<file path="src/rtl/control_sequencer_if.sv">
// Control bundle between the sequencer and the datapath: IR contents in, bus/enable/ALU controls out.
interface control_sequencer_if;
  logic [31:0] ir;
  logic        incPC;
  logic        MDR_read;
  logic        e_PC;
  logic        e_IR;
  logic        e_Y;
  logic        e_Z;
  logic        e_HI;
  logic        e_LO;
  logic        e_MDR;
  logic        e_MAR;
  logic        e_GP;
  logic [3:0]  GP_addr;
  logic [4:0]  BusDataSelect;
  logic [3:0]  ALU_op;

  modport master (
    input  ir,
    output incPC, MDR_read, e_PC, e_IR, e_Y, e_Z, e_HI, e_LO, e_MDR, e_MAR, e_GP,
    output GP_addr, BusDataSelect, ALU_op
  );

  modport slave (
    output ir,
    input  incPC, MDR_read, e_PC, e_IR, e_Y, e_Z, e_HI, e_LO, e_MDR, e_MAR, e_GP,
    input  GP_addr, BusDataSelect, ALU_op
  );
endinterface

</file>
<file path="src/rtl/control_sequencer.sv">
// Moore control unit: fetch (T0-T2) and execute (T3-T6) sequencing for register-format ALU
// instructions, IR decode to datapath controls, and a retired-instruction counter.
module control_sequencer #(
  parameter int unsigned COUNT_W = 16
) (
  input  logic               clock,
  input  logic               clear,
  input  logic               run,
  control_sequencer_if.master ctrl,
  output logic               busy,
  output logic               done,
  output logic               illegal,
  output logic [COUNT_W-1:0] instr_count
);

  localparam int unsigned ST_W  = 4;
  localparam int unsigned SEL_W = 5;

  localparam logic [3:0] S_IDLE = 4'd0;
  localparam logic [3:0] S_T0   = 4'd1;
  localparam logic [3:0] S_T1   = 4'd2;
  localparam logic [3:0] S_T2   = 4'd3;
  localparam logic [3:0] S_T3   = 4'd4;
  localparam logic [3:0] S_T4   = 4'd5;
  localparam logic [3:0] S_T5   = 4'd6;
  localparam logic [3:0] S_T6   = 4'd7;
  localparam logic [3:0] S_HALT = 4'd8;

  localparam logic [SEL_W-1:0] SEL_ZHI = SEL_W'(18);
  localparam logic [SEL_W-1:0] SEL_ZLO = SEL_W'(19);
  localparam logic [SEL_W-1:0] SEL_PC  = SEL_W'(20);
  localparam logic [SEL_W-1:0] SEL_MDR = SEL_W'(21);

  logic [ST_W-1:0] state, state_nxt;
  logic [4:0]      op;
  logic [3:0]      ra, rb, rc;
  logic [3:0]      alu_map;
  logic            op_legal, op_long, op_unary;
  logic            unused_ir;

  assign op        = ctrl.ir[31:27];
  assign ra        = ctrl.ir[26:23];
  assign rb        = ctrl.ir[22:19];
  assign rc        = ctrl.ir[18:15];
  assign unused_ir = ^ctrl.ir[14:0];

  // Opcode decode: ALU code, legality, two-cycle writeback (MUL/DIV) and single-operand ops
  always_comb begin
    alu_map  = 4'd0;
    op_legal = 1'b1;
    op_long  = 1'b0;
    op_unary = 1'b0;
    case (op)
      5'b00000: alu_map = 4'd0;
      5'b00001: alu_map = 4'd1;
      5'b00010: alu_map = 4'd2;
      5'b00011: alu_map = 4'd3;
      5'b00100: alu_map = 4'd4;
      5'b00101: alu_map = 4'd5;
      5'b00110: alu_map = 4'd6;
      5'b00111: alu_map = 4'd7;
      5'b01000: alu_map = 4'd8;
      5'b01111: begin alu_map = 4'd9;  op_long  = 1'b1; end
      5'b10000: begin alu_map = 4'd10; op_long  = 1'b1; end
      5'b10001: begin alu_map = 4'd11; op_unary = 1'b1; end
      5'b10010: begin alu_map = 4'd12; op_unary = 1'b1; end
      default:  op_legal = 1'b0;
    endcase
  end

  always_ff @(posedge clock) begin
    if (clear) state <= S_IDLE;
    else       state <= state_nxt;
  end

  always_ff @(posedge clock) begin
    if (clear)     instr_count <= '0;
    else if (done) instr_count <= instr_count + COUNT_W'(1);
  end

  // Next state and Moore outputs
  always_comb begin
    state_nxt          = state;
    ctrl.incPC         = 1'b0;
    ctrl.MDR_read      = 1'b0;
    ctrl.e_PC          = 1'b0;
    ctrl.e_IR          = 1'b0;
    ctrl.e_Y           = 1'b0;
    ctrl.e_Z           = 1'b0;
    ctrl.e_HI          = 1'b0;
    ctrl.e_LO          = 1'b0;
    ctrl.e_MDR         = 1'b0;
    ctrl.e_MAR         = 1'b0;
    ctrl.e_GP          = 1'b0;
    ctrl.GP_addr       = 4'd0;
    ctrl.BusDataSelect = '0;
    ctrl.ALU_op        = 4'd0;
    busy               = (state != S_IDLE) && (state != S_HALT);
    done               = 1'b0;
    illegal            = 1'b0;
    case (state)
      S_IDLE: if (run) state_nxt = S_T0;
      S_T0: begin
        ctrl.BusDataSelect = SEL_PC;
        ctrl.e_MAR         = 1'b1;
        ctrl.incPC         = 1'b1;
        ctrl.e_Z           = 1'b1;
        state_nxt          = S_T1;
      end
      S_T1: begin
        ctrl.BusDataSelect = SEL_ZLO;
        ctrl.e_PC          = 1'b1;
        ctrl.MDR_read      = 1'b1;
        ctrl.e_MDR         = 1'b1;
        state_nxt          = S_T2;
      end
      S_T2: begin
        ctrl.BusDataSelect = SEL_MDR;
        ctrl.e_IR          = 1'b1;
        state_nxt          = S_T3;
      end
      S_T3: begin
        if (!op_legal) begin
          state_nxt = S_HALT;
        end else begin
          ctrl.BusDataSelect = {1'b0, rb};
          ctrl.e_Y           = 1'b1;
          state_nxt          = S_T4;
        end
      end
      S_T4: begin
        ctrl.ALU_op        = alu_map;
        ctrl.e_Z           = 1'b1;
        ctrl.BusDataSelect = op_unary ? {1'b0, rb} : {1'b0, rc};
        state_nxt          = S_T5;
      end
      S_T5: begin
        ctrl.BusDataSelect = SEL_ZLO;
        if (op_long) begin
          ctrl.e_LO = 1'b1;
          state_nxt = S_T6;
        end else begin
          ctrl.GP_addr = ra;
          ctrl.e_GP    = 1'b1;
          done         = 1'b1;
          state_nxt    = run ? S_T0 : S_IDLE;
        end
      end
      S_T6: begin
        ctrl.BusDataSelect = SEL_ZHI;
        ctrl.e_HI          = 1'b1;
        done               = 1'b1;
        state_nxt          = run ? S_T0 : S_IDLE;
      end
      S_HALT: illegal = 1'b1;
      default: state_nxt = S_IDLE;
    endcase
  end

endmodule

</file>
<file path="src/flat_wrapper.sv">
// flat-port wrapper written by rule: the top's interface ports become plain ports
module control_sequencer_flat 
#(
  parameter int unsigned COUNT_W = 16
)
  (clock, clear, run, busy, done, illegal, instr_count, ctrl_ir, ctrl_incPC, ctrl_MDR_read, ctrl_e_PC, ctrl_e_IR, ctrl_e_Y, ctrl_e_Z, ctrl_e_HI, ctrl_e_LO, ctrl_e_MDR, ctrl_e_MAR, ctrl_e_GP, ctrl_GP_addr, ctrl_BusDataSelect, ctrl_ALU_op);
  control_sequencer_if ctrl_i ();
  input  logic clock;
  input  logic clear;
  input  logic run;
  output logic busy;
  output logic done;
  output logic illegal;
  output logic [COUNT_W-1:0] instr_count;
  input wire logic [$bits(ctrl_i.ir)-1:0] ctrl_ir;
  output wire logic [$bits(ctrl_i.incPC)-1:0] ctrl_incPC;
  output wire logic [$bits(ctrl_i.MDR_read)-1:0] ctrl_MDR_read;
  output wire logic [$bits(ctrl_i.e_PC)-1:0] ctrl_e_PC;
  output wire logic [$bits(ctrl_i.e_IR)-1:0] ctrl_e_IR;
  output wire logic [$bits(ctrl_i.e_Y)-1:0] ctrl_e_Y;
  output wire logic [$bits(ctrl_i.e_Z)-1:0] ctrl_e_Z;
  output wire logic [$bits(ctrl_i.e_HI)-1:0] ctrl_e_HI;
  output wire logic [$bits(ctrl_i.e_LO)-1:0] ctrl_e_LO;
  output wire logic [$bits(ctrl_i.e_MDR)-1:0] ctrl_e_MDR;
  output wire logic [$bits(ctrl_i.e_MAR)-1:0] ctrl_e_MAR;
  output wire logic [$bits(ctrl_i.e_GP)-1:0] ctrl_e_GP;
  output wire logic [$bits(ctrl_i.GP_addr)-1:0] ctrl_GP_addr;
  output wire logic [$bits(ctrl_i.BusDataSelect)-1:0] ctrl_BusDataSelect;
  output wire logic [$bits(ctrl_i.ALU_op)-1:0] ctrl_ALU_op;
  assign ctrl_i.ir = ctrl_ir;
  assign ctrl_incPC = ctrl_i.incPC;
  assign ctrl_MDR_read = ctrl_i.MDR_read;
  assign ctrl_e_PC = ctrl_i.e_PC;
  assign ctrl_e_IR = ctrl_i.e_IR;
  assign ctrl_e_Y = ctrl_i.e_Y;
  assign ctrl_e_Z = ctrl_i.e_Z;
  assign ctrl_e_HI = ctrl_i.e_HI;
  assign ctrl_e_LO = ctrl_i.e_LO;
  assign ctrl_e_MDR = ctrl_i.e_MDR;
  assign ctrl_e_MAR = ctrl_i.e_MAR;
  assign ctrl_e_GP = ctrl_i.e_GP;
  assign ctrl_GP_addr = ctrl_i.GP_addr;
  assign ctrl_BusDataSelect = ctrl_i.BusDataSelect;
  assign ctrl_ALU_op = ctrl_i.ALU_op;
  control_sequencer #(.COUNT_W(COUNT_W)) u_core (.clock(clock), .clear(clear), .run(run), .ctrl(ctrl_i), .busy(busy), .done(done), .illegal(illegal), .instr_count(instr_count));
endmodule
</file>
<file path="config.mk">
export PLATFORM = sky130hd
export DESIGN_NAME = control_sequencer_flat
export DESIGN_NICKNAME = d
export VERILOG_FILES = /design/src/rtl/control_sequencer_if.sv /design/src/rtl/control_sequencer.sv /design/src/flat_wrapper.sv
export SDC_FILE = /design/constraint.sdc
export NUM_CORES = 1
export LEC_CHECK = 0
export CELL_PAD_IN_SITES_DETAIL_PLACEMENT = 0
export CELL_PAD_IN_SITES_GLOBAL_PLACEMENT = 1
export CORE_MARGIN = 2
export CORE_UTILIZATION = 27
export DETAILED_ROUTE_END_ITERATION = 16
export GPL_TIMING_DRIVEN = 0
export PLACE_DENSITY_LB_ADDON = 0.1
export SLEW_MARGIN = 40
export SYNTH_ARGS = -nofsm -noshare
export SYNTH_HDL_FRONTEND = slang
export SYNTH_SLANG_ARGS = --single-unit
</file>
<file path="constraint.sdc">
create_clock -name clock -period 1.9 [get_ports clock]
set_input_delay 0.38 -clock clock [delete_from_list [all_inputs] [get_ports clock]]
set_output_delay 0.38 -clock clock [all_outputs]
set_load 0.005 [all_outputs]
</file>
==> run metrics, run 1 <==
status complete, but fails checks; failing checks negative setup slack; first-pass GRT wire length 7490 um; leakage 1.16 nW; Worst Path Max Fanout 3; final instance area 2680 um2; Hold Vio Cnt, Final 0; Min Clock Period, post-route 2080 ps; antenna violations before repair 0; # clock sinks 20; Final period util 1.10; WL/cell 12.8 um; CP required 1520 ps; sequential share of power 0.365; Setup WS post-layout -184 ps; PwrDens 443 nW/um2; Core Rows 27; Worst setup SP type primary input; IO Pins 78; critical path class in2out; Final Max Slew Viols 0; DIE AREA 6140 um2; Fin Clk Skew 5.77 ps; Clock power frac 0.360; Clk pin slew, worst setup/hold paths 70 ps; post-detailed-route count of antenna-violating nets 0; part of the power in combinational logic 0.275; CTS Root Cell clkbuf_8; routability cong. 0.736; Yosys Warn Count 0; commonest cells after routing, fill and taps aside buf_4, clkdlybuf4s50_1, nor2_1; dpl cell area 2160 um2; Critical Path, Cell by Cell buf_12, nand2b_4, or4_4, and4_4, buf_6, and2_4, buf_6; Power Total 1.18 mW; core region area 5410 um2; Max VDD drop 0.000354 V; CTS Buf Count 3; internal power 0.890 mW; critical path arrival 1700 ps; Synth Net Count 226; Filler cells 550; vias in the first global route 1,586; worst min path class in2reg; max cap viols 0; Initial Util 0.276; IO Port Bufs 58; GRT Util Overall 0.149; First DRT Iteration DRCs 22; EDFF count, synth 0; Netlist cell types 48; Fmax achieved 480 MHz; Area Overhead vs Synth 79.2%; H-tree depth 1; largest net degree at the start of global routing 13; commonest non-fill, non-tap cell in the layout buf_4; clock latency on the worst-skew pair 260 ps; DIE WIDTH 78.4 um; register area share after synthesis 0.268; Mapped Area 1490 um2; most frequent CP cell buf_6; net switching power 0.295 mW; via count 1,652; slowest stage delay, CP 520 ps; Mapped Avg Cell Area 7.86 um2; ys flop type dfxtp_1; RSZ-0062 raised after global routing true; CP Capture Type primary output; routed vias/inst 4.64; Slew headroom 0.577; total gr overflow 0; n_diodes 0; ys async rst share 0; DRT Pass-1 Iters 4; share of cells above drive strength 1 0.380; final WL 4570 um; final setup vio count 6; Post-DP HPWL 3130 um; switch share 0.249; Worst-Margin Slew 630 ps; clock buffer depth 2; CP max-delay cell or4_4; post-place setup slack -915 ps; die height 78.4 um; CTS tree built; DRC 0; Nets 321; Hold-fix buffers, CTS 0; Mapped Cells 190; Yosys reg bits 20
[cell type report]
type                            count  area [um2]  area share
Buffer                             14         156      0.0585
Clock buffer                        3        41.3      0.0154
Clock inverter                      1        30.0      0.0112
Inverter                            7        26.3     0.00982
Multi-Input combinational cell    148        1130       0.422
Sequential cell                    20         415       0.155
Tap cell                           72        90.1      0.0337
Timing Repair Buffer               91         786       0.294
[stage by stage]
stage	setup TNS (ps)	instances	utilization	hold WS, ps
global placement	-16350	320	0.400	510
CTS	-723	356	0.490	529
global route	-1300	356	0.495	542
detailed placement	-16280	320	0.400	517
floorplan	0	190	-	502
finish	-723	356	0.495	513
[per-layer routing]
metal	global-route usage	vias up	share of wire
met4	0.0368	0	0.012
met5	0	-	0
met2	0.268	34	0.50
met1	0.185	769	0.45
li1	-	843	-
met3	0.0218	6	0.036
[cells by family (layout without fill, tap and decap cells)]
logic type | after synthesis | after routing | synth area share
compound gates | 28 | 28 | 0.131
xor+xnor | 16 | 16 | 0.0939
fa+ha+maj | 1 | 1 | 0.00838
buf+inv | 22 | 116 | 0.0821
flops | 20 | 20 | 0.268
mux | 2 | 2 | 0.0142
simple gates | 101 | 101 | 0.402
[cells in the mapped netlist, types with 2 or more instances]
cell,n,area (um2)
nand2b_1,4,25.0
nor4b_4,2,47.6
and3_1,4,25.0
dfxtp_1,20,400
buf_2,2,10.0
xnor2_1,5,43.8
inv_1,7,26.3
nor3_1,9,45.0
nand2_1,13,48.8
nor2_1,28,105
o21ai_0,4,20.0
nor3b_1,2,15.0
nand3_1,8,40.0
and4_1,3,26.3
a21oi_1,12,60.1
buf_6,2,22.5
nand4_1,5,31.3
buf_4,6,45.0
a31oi_1,2,12.5
nand4b_1,2,17.5
nor2b_1,4,25.0
xor2_1,11,96.3
clkbuf_1,4,15.0
and2_1,7,43.8
[flip-flops by register name (all words and copies together) (netlist names)]
register,cells
u_core.state,4
u_core.instr_count,16
[critical path, delay by kind of cell]
family	cells	cell delay [ps]
AND/OR/NAND/NOR	4	1000
buffers and inverters	3	320
[power groups by stage]
| stage | registers, mW | logic, mW | clock network [mW] |
|---|---|---|---|
| final | 0.432 | 0.325 | 0.427 |
| after global routing | 0.433 | 0.353 | 0.460 |
| after CTS | 0.432 | 0.327 | 0.436 |
| after detailed placement | 0.443 | 0.244 | 0 |
| after global placement | 0.443 | 0.243 | 0 |
| after floorplan | 0.440 | 0.131 | 0 |
[what timing repair did]
action / in CTS / in global routing
setup endpoints to repair: 26 / 15
resized for setup: 142 / 18
pin swaps: 17 / 13
buffers inserted: 33 / 2
[worst paths after layout]
| check | from | to | slack (ps) | cells after the start |
|---|---|---|---|---|
| max | ctrl_ir[29] | ctrl_GP_addr[3] | -180 | 7 |
| min | clear | u_core.instr_count[0] | 510 | 2 |
| max reg2reg | u_core.state[3] | u_core.instr_count[13] | 140 | 6 |
| min reg2reg | u_core.instr_count[15] | u_core.instr_count[15] | 530 | 2 |
No activity file was read; power rests on OpenSTA's default activity.
==> run 2, diff against run 1 <==
==> constraint.sdc (replaced) <==
create_clock -name clock -period 1.9 [get_ports clock]
set_input_delay 0.38 -clock clock [delete_from_list [all_inputs] [get_ports clock]]
set_output_delay 0.38 -clock clock [all_outputs]
set_load 0.02 [all_outputs]
==> run 2 against run 1 <==
Against the previous run:
- the flow still finishes with violations (negative setup slack)
- first-iteration DRC count grew 95%
- clock power shrank 24%
- count of clock-buffer cells in the layout is 1 higher
- largest cell class unchanged
- design area shrank 5.9%
- clock skew shrank 4.0 ps
==> run metrics, run 2 (synthesis gave the netlist of run 1 again) <==
WL/cell 13.0 um; PwrDens 431 nW/um2; DRC 0; Clock power frac 0.301; RR Startpoint u_core.instr_count[2]; CTS tree built; routed vias/inst 4.59; Critical Path Source ctrl_ir[29]; Nets 307; GRT Util Overall 0.143; die height 78.4 um; Hold Vio Cnt, Final 0; DIE WIDTH 78.4 um; via count 1,571; Met2 Routed Length 2180 um; DRT met1 WL 2060 um; share of cells above drive strength 1 0.374; dpl cell area 2180 um2; Post-DP HPWL 3110 um; total gr overflow 0; Filler cells 576; vias in the first global route 1,549; Placed Cells incl. Taps 320; DRT Pass-1 Iters 4; IO Port Bufs 58; failing checks negative setup slack; Worst Path Max Fanout 5; first-pass GRT wire length 7280 um; Slew headroom 0.611; part of the power in combinational logic 0.301; switch share 0.293; Worst setup SP type primary input; IO Pins 78; Fin Clk Skew 1.75 ps; Final Max Slew Viols 0; number of flip-flops in the largest register 16; Final period util 1.05; Area Overhead vs Synth 68.6%; antenna violations before repair 0; clock buffer depth 2; H-tree depth 1; leakage 1.06 nW; max cap viols 0; critical path class in2out; internal power 0.767 mW; core region area 5410 um2; n_diodes 0; critical path arrival 1610 ps; commonest non-fill, non-tap cell in the layout buf_4; net switching power 0.318 mW; biggest regs u_core.instr_count: 16 flops, u_core.state: 4 flops; routability cong. 0.743; sequential share of power 0.398; Max VDD drop 0.000314 V; Clk pin slew, worst setup/hold paths 80 ps; largest net degree at the start of global routing 12; min-delay src clear; clock latency on the worst-skew pair 250 ps; Initial Util 0.276; commonest cells after routing, fill and taps aside buf_4, clkdlybuf4s50_1, nor2_1; Hold-fix buffers, CTS 0; Post-Layout Cell Count 342; final WL 4440 um; area of the multi-input gates 1120 um2; largest register by flop count u_core.instr_count; DIE AREA 6140 um2; final setup vio count 10; CP required 1520 ps; Reg area 415 um2; Core Rows 27; final instance area 2520 um2; Fmax achieved 502 MHz; DR WL met3 177 um; # clock sinks 20; CTS Buf Count 3; Setup WS post-layout -93.1 ps; Power Total 1.09 mW; post-place setup slack -990 ps; First DRT Iteration DRCs 43; CP Capture Type primary output; Max Used Layer met4; CTS Root Cell clkbuf_8; post-detailed-route count of antenna-violating nets 0; worst min path class in2reg; Min Clock Period, post-route 1990 ps; status complete, but fails checks; RSZ-0062 raised after global routing true; Worst-Margin Slew 579 ps
-- run 2: final cells by class --
class,count,share of cell area
flip-flops and latches,20,0.165
inverters,7,0.0104
well taps,72,0.0358
plain buffers,15,0.0542
multi-input cells,148,0.446
repair buffers,76,0.267
clock buffers,4,0.0219
-- run 2: repair_timing --
item,in CTS,in global routing
setup endpoints to repair,27,20
pin swaps,14,8
gates resized for setup,143,37
setup buffers,11,6
cloned,1,0
-- run 2: through the flow --
stage | setup TNS (ps) | hold WS, ps | utilization
2_1_floorplan | 0 | 617 | -
3_3_place_gp | -18530 | 512 | 0.404
3_5_place_dp | -18020 | 504 | 0.404
4_1_cts | -596 | 533 | 0.441
5_1_grt | -1210 | 543 | 0.466
6_report | -516 | 514 | 0.466
-- run 2: worst paths after layout --
check | endpoint | slack [ps] | depth (start not counted)
worst min register to register | u_core.instr_count[15] | 530 | 2
worst min-delay path | u_core.instr_count[1] | 510 | 2
worst max-delay path | ctrl_GP_addr[3] | -90 | 6
worst max register to register | u_core.instr_count[13] | 280 | 5
-- run 2: power by group through the flow --
stage | sequential (mW) | clock, mW | combinational [mW]
after floorplan | 0.442 | 0 | 0.169
after global placement | 0.444 | 0 | 0.282
after detailed placement | 0.444 | 0 | 0.281
after CTS | 0.436 | 0.340 | 0.309
after global routing | 0.433 | 0.353 | 0.353
final | 0.432 | 0.326 | 0.327
-- run 2: layer usage --
| layer | track usage | vias to the layer above |
|---|---|---|
| met1 | 0.189 | 717 |
| met2 | 0.250 | 38 |
| met4 | 0.0316 | 0 |
| met5 | 0 | - |
| li1 | - | 814 |
| met3 | 0.0161 | 2 |
-- run 2: critical path, cell delays in order --
cell and delay [ps]:
buf_12 100, nand2b_4 130, or4_4 510, and4_4 230, and2_4 140, buf_6 120
==> run 3, diff against run 2 <==
--- a/config.mk
+++ b/config.mk
@@ -7,6 +7,7 @@
 export LEC_CHECK = 0
 export CELL_PAD_IN_SITES_DETAIL_PLACEMENT = 0
 export CELL_PAD_IN_SITES_GLOBAL_PLACEMENT = 1
+export CORE_ASPECT_RATIO = 1.25
 export CORE_MARGIN = 2
 export CORE_UTILIZATION = 27
 export DETAILED_ROUTE_END_ITERATION = 16
==> run 3 against run 2 <==
Against the previous run:
- critical path type unchanged
- the flow still finishes with violations (negative setup slack)
- cell count down 3.2%
- setup slack better by 67 ps
- design area is 3.6% lower
- highest routed layer unchanged
- largest power group unchanged
- combinational power down 3%
==> run metrics, run 3 (synthesis gave the netlist of run 1 again) <==
status complete, but fails checks; failing checks negative setup slack; DRT Pass-1 Iters 4; IO Port Bufs 58; Final Max Slew Viols 0; net switching power 0.306 mW; number of flip-flops in the largest register 16; Setup WS post-layout -26.4 ps; Worst-Margin Slew 614 ps; TNS Setup -48.7 ps; CP Capture Type primary output; Slew headroom 0.587; WL/cell 13.2 um; antenna violations before repair 0; CTS Root Cell clkbuf_8; Area Overhead vs Synth 62.5%; total gr overflow 0; Fin Clk Skew 5.85 ps; H-tree depth 1; final setup vio count 5; Clk pin slew, worst setup/hold paths 70 ps; area of the multi-input gates 1080 um2; Worst Path Max Fanout 6; part of the power in combinational logic 0.309; final WL 4350 um; Filler cells 578; routed vias/inst 4.76; Clock power frac 0.269; most frequent CP cell buf_6; max cap viols 0; Hold-fix buffers, CTS 0; Worst setup SP type primary input; # clock sinks 20; Critical Path Source ctrl_ir[28]; commonest cells after routing, fill and taps aside clkdlybuf4s50_1, buf_4, nor2_1; core region area 5370 um2; largest net degree at the start of global routing 11; slowest stage delay, CP 480 ps; worst min path class in2reg; switch share 0.298; DIE AREA 6140 um2; post-place setup slack -1050 ps; CP max-delay cell or4_4; Final period util 1.01; leakage 1.04 nW; clock buffer depth 2; post-detailed-route count of antenna-violating nets 0; n_diodes 0; internal power 0.721 mW; PwrDens 423 nW/um2; RR Startpoint u_core.state[1]; Hold WS 497 ps; via count 1,576; Nets 305; Post-DP HPWL 3150 um; Critical Path, Cell by Cell buf_8, buf_6, or4_4, and4_4, and2_4, buf_6; DIE WIDTH 70.5 um; Reg area 415 um2; First DRT Iteration DRCs 29; Fmax achieved 519 MHz; critical path arrival 1550 ps; Min Clock Period, post-route 1930 ps; critical path class in2out; Power Total 1.03 mW; flop2flop setup slack 220 ps; Core Rows 30; Placed Cells incl. Taps 312; Max VDD drop 0.000260 V; CTS Buf Count 3; DRC 0; clock latency on the worst-skew pair 260 ps; routability cong. 0.702; RSZ-0062 raised after global routing true; CTS tree built; die height 87.1 um; Post-Layout Cell Count 331; Hold Vio Cnt, Final 0; vias in the first global route 1,586; sequential share of power 0.422; IO Pins 78; biggest regs u_core.instr_count: 16 flops, u_core.state: 4 flops; largest register by flop count u_core.instr_count; first-pass GRT wire length 7370 um; CP required 1520 ps; Initial Util 0.278; GRT Util Overall 0.145; commonest non-fill, non-tap cell in the layout clkdlybuf4s50_1; min-delay src clear; share of cells above drive strength 1 0.341
## run 3: changes by cell type in the layout (fill, tap and decap cells not counted), sizes merged
cell / before / now
clkdlybuf4s15: 3 / 1
dlygate4sd2: 4 / 5
clkbuf: 9 / 7
## run 3: area by class of cell
| cell class | count | area share |
|---|---|---|
| Clock buffer | 3 | 0.0170 |
| Inverter | 7 | 0.0108 |
| Buffer | 14 | 0.0526 |
| Timing Repair Buffer | 75 | 0.269 |
| Multi-Input combinational cell | 148 | 0.446 |
| Sequential cell | 20 | 0.171 |
| Tap cell | 64 | 0.0330 |
## run 3: through the flow
step | utilization | instance area (um2)
floorplan | - | 1510
global placement | 0.405 | 2170
detailed placement | 0.405 | 2170
CTS | 0.432 | 2320
global route | 0.452 | 2430
finish | 0.452 | 2430
## run 3: power groups by stage
stage | Combinational (mW) | Clock (mW) | Sequential (mW)
final | 0.318 | 0.276 | 0.433
after global routing | 0.348 | 0.315 | 0.433
after CTS | 0.303 | 0.294 | 0.436
after detailed placement | 0.283 | 0 | 0.443
after global placement | 0.283 | 0 | 0.444
after floorplan | 0.169 | 0 | 0.442
## run 3: what timing repair did
item / in CTS / in global routing
gates cloned: 1 / 0
setup endpoints to repair: 27 / 21
pin swaps: 13 / 11
setup buffers: 7 / 9
resized for setup: 144 / 25
## run 3: path summary, 6_finish.rpt
check	endpoint	depth (start not counted)
setup / recovery	ctrl_GP_addr[0]	6
hold / removal	u_core.instr_count[13]	2
setup reg to reg	u_core.instr_count[11]	6
hold reg to reg	u_core.instr_count[15]	2
## run 3: metal layers
layer | GRT usage | share of wire | up-vias
met5 | 0 | 0 | -
met4 | 0.0420 | 0.012 | 0
met3 | 0.0197 | 0.045 | 5
met2 | 0.275 | 0.51 | 35
met1 | 0.167 | 0.43 | 730
li1 | - | - | 806
## run 3: worst max-delay path: cells and delay by family
family	cells	cell delay, ps
buffers and inverters	3	340
and+or+nand+nor	3	820
